===== config.mk =====
export PLATFORM = sky130hd
export DESIGN_NAME = pipe_skid_reg
export DESIGN_NICKNAME = d
export VERILOG_FILES = /design/src/rtl/pipe_pkg.sv /design/src/rtl/pipe_skid_reg.sv
export SDC_FILE = /design/constraint.sdc
export NUM_CORES = 1
export LEC_CHECK = 0
export CAP_MARGIN = 20
export CORE_MARGIN = 3
export CORE_UTILIZATION = 51
export DETAILED_ROUTE_END_ITERATION = 16
export GPL_TIMING_DRIVEN = 0
export PLACE_DENSITY = 0.8
export SYNTH_ARGS = -nofsm -noshare
export SYNTH_HDL_FRONTEND = slang
export SYNTH_SLANG_ARGS = --single-unit

===== constraint.sdc =====
create_clock -name clk -period 6.2 [get_ports clk]
set_input_delay 1.55 -clock clk [delete_from_list [all_inputs] [get_ports clk]]
set_output_delay 1.55 -clock clk [all_outputs]
set_load 0.005 [all_outputs]

===== src/rtl/pipe_pkg.sv =====
`default_nettype none
// +----------------------------------------------------------------------+
// | pipe_pkg : shared types and constants for the elastic pipeline stage |
// | Revision : 1.0                                                       |
// +----------------------------------------------------------------------+
package pipe_pkg;

   localparam int DATA_W = 32;

   // Encoding doubles as the occupancy count.
   typedef enum logic [1:0] {
      ST_EMPTY = 2'd0,
      ST_BUSY  = 2'd1,
      ST_FULL  = 2'd2
   } state_t;

endpackage
`default_nettype wire


===== src/rtl/pipe_skid_reg.sv =====
`default_nettype none
// +----------------------------------------------------------------------+
// | pipe_skid_reg : valid/ready pipeline register with one-entry skid    |
// |                 buffer; in_ready depends only on registered state    |
// | Revision      : 1.0                                                  |
// +----------------------------------------------------------------------+
module pipe_skid_reg
   import pipe_pkg::*;
#(
   parameter int WIDTH = DATA_W
) (
   input  logic             clk,
   input  logic             reset,
   input  logic             flush,
   input  logic             in_valid,
   output logic             in_ready,
   input  logic [WIDTH-1:0] in_data,
   output logic             out_valid,
   input  logic             out_ready,
   output logic [WIDTH-1:0] out_data,
   output logic [1:0]       count
);

   state_t           r_state;
   logic [WIDTH-1:0] r_main;
   logic [WIDTH-1:0] r_skid;
   logic             w_ia;
   logic             w_oa;

   assign in_ready  = (r_state != ST_FULL);
   assign out_valid = (r_state != ST_EMPTY);
   assign out_data  = r_main;
   assign count     = r_state;

   assign w_ia = in_valid & in_ready;
   assign w_oa = out_valid & out_ready;

   always_ff @(posedge clk or posedge reset) begin
      if (reset) begin
         r_state <= ST_EMPTY;
         r_main  <= '0;
         r_skid  <= '0;
      end else if (flush) begin
         // Flush wins over any transfer; a same-cycle output accept is
         // already consumed downstream, an input accept is dropped.
         r_state <= ST_EMPTY;
         r_main  <= '0;
         r_skid  <= '0;
      end else begin
         case (r_state)
            ST_EMPTY: begin
               if (w_ia) begin
                  r_main  <= in_data;
                  r_state <= ST_BUSY;
               end
            end
            ST_BUSY: begin
               if (w_ia && w_oa) begin
                  r_main <= in_data;
               end else if (w_ia) begin
                  r_skid  <= in_data;
                  r_state <= ST_FULL;
               end else if (w_oa) begin
                  r_state <= ST_EMPTY;
               end
            end
            ST_FULL: begin
               if (w_oa) begin
                  r_main  <= r_skid;
                  r_state <= ST_BUSY;
               end
            end
            default: r_state <= ST_EMPTY;
         endcase
      end
   end

endmodule
`default_nettype wire


# Yosys cells after proc, flatten, opt, wreduce, memory -nomap -nowiden

Index checks and enable logic that the tools add are counted.

Equality and inequality tests: 9
Multiplexer cells: 15
Bitwise gates (word level): 2
Reduce and logical (&&, ||, !) cells: 9

Operators by type and width:

| operator             | number |
|---|---|
| $mux W32             | 7 |
| $pmux W32 S3         | 1 |
| $mux W2              | 6 |
| $ne A3 B3 Y1 const B | 4 |
| $reduce_and A4 Y1    | 2 |
| $pmux W2 S3          | 1 |
| $reduce_bool A2 Y1   | 3 |
| $ne A2 B2 Y1 const B | 2 |
| $ne A4 B4 Y1 const B | 1 |
| $reduce_bool A4 Y1   | 1 |
| $reduce_and A3 Y1    | 1 |
| $and A1 B1 Y1        | 2 |
| $eq A2 B1 Y1 const B | 1 |
| $eq A2 B2 Y1 const B | 1 |
| $logic_not A2 Y1     | 1 |
| $logic_and A1 B1 Y1  | 1 |

Flip-flop bits (word level): 66
Input bits: 37
Output and inout port bits: 36
Logic and storage cells: 38

# Depth between registers and ports, before layout

Word-level depth: 7
Mapped depth: 5
Depth with buffers taken out: 3

# Worst setup path after synthesis

No wires, ideal clock.

Path type: register to output
Start point: reg r_state[0] (netlist: count[0])
End point: out out_valid
Arrival: 1.064 ns
Required time: 4.650 ns
Path slack: 3.586 ns
Cell stages (with the launch flop): 4
Buffers on the path: 2
Cells stage by stage: dfrtp_1 buf_2 clkbuf_1 or2_2

Word-level cells in the longest chain between the ends: 1

RTL lines:

| item                     | RTL line            | source |
|---|---|---|
| start: declaration       | pipe_skid_reg.sv:24 | `state_t r_state;` |
| start signal: assignment | pipe_skid_reg.sv:40 | `r_state <= ST_EMPTY;` |
| start signal: assignment | pipe_skid_reg.sv:46 | `r_state <= ST_EMPTY;` |
| start signal: assignment | pipe_skid_reg.sv:54 | `r_state <= ST_BUSY;` |
| $reduce_bool A2 Y1       | pipe_skid_reg.sv:31 | `assign out_valid = (r_state != ST_EMPTY);` |
| end: declaration         | pipe_skid_reg.sv:18 | `output logic out_valid,` |

Every way passes these cells.

# Worst setup path after layout

Ends and elaborated chain as after synthesis.

==> flow_summary.ini <==
[status]
status = completed

[floorplanning]
die_area_mm2 = 0.007528
start_util_pct = 54.27
die_h_um = 86.77
coreArea_mm2 = 0.006131
io_pins = 73
num_rows = 28
die_width_um = 86.77

[critical_path]
crit_slowest_cell = clkdlybuf4s50_1
critPathArrivalTime_ns = 2.05
r2r-start = count[1]$_DFFE_PP0P_
path_max_fanout = 10
worstPathRequired_ns = 4.65
reg2reg_depth = 4
cp_num_buf_inv = 3
r2r_setup_slack_ns = 4.34
worstSetupPathType = reg -> out
timing.rr.end = out_data[10]$_DFFE_PP0P_
end_kind = output pin
crit_chain = buf_2 -> clkbuf_1 -> or2_2 -> clkdlybuf4s50_1
max_stage_delay_ns = 0.48
setup.worst_path.start = count[0]$_DFFE_PP0P_
critPathTopFamily = buffers and inverters
cp_num_cells = 4
startpoint_type = register
crit_end = out_valid

[power_and_ir_drop]
p_seq_share_pct = 49.0
total_power_w = 0.0009611
powerDensity_mw_per_mm2 = 222.2
p_leak_nw = 1.911
p_sw_w = 0.0002599
pwr-share-clk_pct = 32.2
internal_power_w = 0.0007012
p_sw_share_pct = 27.04
combPwrFrac_pct = 18.8
ir_drop_mv = 0.1628

[layout]
most-common-layout-cells = clkdlybuf4s50_1, dfrtp_1, nand2_1
final_common_cell = clkdlybuf4s50_1
fill_cells = 457
num-nets-final = 430
syn2layout_area_growth_pct = 30.01
stdcell_count = 473
antenna_cells = 0
final_layout_size_suffix_gt1_share_pct = 14.07

[logic_synthesis]
syn_area_mm2 = 0.003327
synth-seq-cells = 66
synth_nets = 346
ys_seq_area_share_pct = 49.64
synth.distinct_cells = 22
syn_inst = 309
avgSynthCellArea_um2 = 10.77
yosys_warnings = 0

[clock_tree]
cts_root_buf = clkbuf_8
htree_levels = 3
cts_tree = done
path_clk_slew_ns = 0.07
cts_inserted_buffers = 9
clock-sinks = 66
clockBufferDepth = 2
clkLatencyLatePin_ns = 0.34
cts_setup_buffers = 0
ctsHoldBuffers = 0
post_cts_resize_count = 0

[sta]
min_period_over_period_pct = 58.09
skew_ns = 0.009534
setup_violations = 0
worst_slew_margin_rel_pct = 51.45
rsz0062_at_grt = false
drv_slew = 0
fmax_mhz = 277.6
tns_ns = 0
worst_pin_slew_ns = 0.7283
finalCriticalPeriod_ns = 3.602
hold_viol = 0
fin_ws_ns = 2.598

[placement]
dp_cells = 457
post-place-ws_ns = 2.760
place.gp.congestion = 0.7493
port_buffers = 72
hpwl_um = 5909

[routing]
drtAntennaViolNets = 0
wl_met2_um = 4186
dr_wl_met3_um = 447
route.detailed.drc = 0
firstDrtPassIters = 4
wl_met1_um = 3478
avgRoutedWirePerCell_um = 17.41
vias = 2749
dr.max_layer_used = met4
drtIter0Drc = 189
routed_wl_um = 8237
vias_per_cell = 5.812

[grt]
grt_max_degree = 38
antenna_found_initial = 0
grt_overflow = 0
first_global_vias = 2751
grt_usage_pct = 23.68
grt_pass1_wl_um = 13710

[flow_run]
maxCapViolCount = 0

[hold_path]
hold_class = reg -> reg
-- state kept, by name (all words and copies together) (netlist names) --
| register | count |
|---|---|
| out_data | 32 |
| count | 2 |
| r_skid | 32 |
-- synth_stat cells --
cell / instances / area share [%]
dfrtp_1: 66 / 50
nand3b_1: 2 / 0.45
nor2_1: 1 / 0.11
and4bb_1: 1 / 0.38
a21oi_1: 33 / 5.0
nand2b_1: 1 / 0.19
or3b_1: 1 / 0.26
clkbuf_1: 26 / 2.9
o31ai_1: 2 / 0.45
clkinv_1: 1 / 0.11
inv_1: 1 / 0.11
or2_2: 1 / 0.19
nand2_1: 65 / 7.3
o211a_4: 1 / 0.53
o2111ai_1: 32 / 8.4
nand4bb_1: 1 / 0.34
buf_2: 6 / 0.90
buf_6: 3 / 1.0
o31ai_2: 30 / 11
o21a_1: 1 / 0.23
a211oi_1: 1 / 0.23
mux2i_1: 33 / 9.9
-- logic make-up (layout without fill, tap and decap cells) --
| group | count (synthesis) | after routing | synth area share, % |
|---|---|---|---|
| AO/OA/AOI/OAI | 100 | 100 | 26.10 |
| AND/OR/NAND/NOR | 73 | 73 | 9.251 |
| flip-flops | 66 | 66 | 49.64 |
| buffers and inverters | 37 | 126 | 5.077 |
| multiplexers | 33 | 33 | 9.929 |
-- worst min path at each step --
stage | startpoint | endpoint | slack (ns) | cells past startpoint
finish | r_skid[26]$_DFFE_PP0P_ | r_skid[26]$_DFFE_PP0P_ | 0.52 | 2
global route | r_skid[5]$_DFFE_PP0P_ | r_skid[5]$_DFFE_PP0P_ | 0.54 | 2
CTS | r_skid[0]$_DFFE_PP0P_ | r_skid[0]$_DFFE_PP0P_ | 0.52 | 2
detailed placement | r_skid[4]$_DFFE_PP0P_ | r_skid[4]$_DFFE_PP0P_ | 0.51 | 2
global placement | r_skid[16]$_DFFE_PP0P_ | r_skid[16]$_DFFE_PP0P_ | 0.51 | 2
floorplan | r_skid[0]$_DFFE_PP0P_ | r_skid[0]$_DFFE_PP0P_ | 0.50 | 2
-- worst min-delay path, cell delays in order (launching register included) --
cell     delay [ns]
dfrtp_1        0.37
nand2_1        0.05
a21oi_1        0.05
-- per-layer routing --
layer / global-route usage [%] / up-vias
met1: 31.66 / 1342
li1: - / 1313
met2: 38.25 / 83
met5: 0 / -
met3: 5.323 / 11
met4: 7.932 / 0
-- power groups by stage --
stage                     Sequential [W]  Clock, W  Combinational (W)
after floorplan                 0.000477         0          0.0000879
after global placement          0.000478         0           0.000176
after detailed placement        0.000479         0           0.000182
after CTS                       0.000471  0.000317           0.000182
after global routing            0.000474  0.000337           0.000197
final                           0.000471  0.000309           0.000181
-- cell type report --
class	instances	area, µm²	area share (%)
clock inverter	3	15.01	0.3471
buffer	35	161.4	3.732
multi-input combinational	206	1506	34.83
inverter	2	7.507	0.1736
clock buffer	13	148.9	3.442
sequential	66	1652	38.18
timing repair buffer	73	740.7	17.12
tap	75	93.84	2.170
-- stage by stage --
step / area, µm² / hold slack, ns / util, %
global placement: 4141 / 0.5083 / 67.55
floorplan: 3327 / 0.5006 / -
global route: 4325 / 0.5389 / 70.55
finish: 4325 / 0.5204 / 70.55
detailed placement: 4161 / 0.5146 / 67.88
CTS: 4325 / 0.5237 / 70.55
Note: power is estimated with default switching activity, not from simulation.
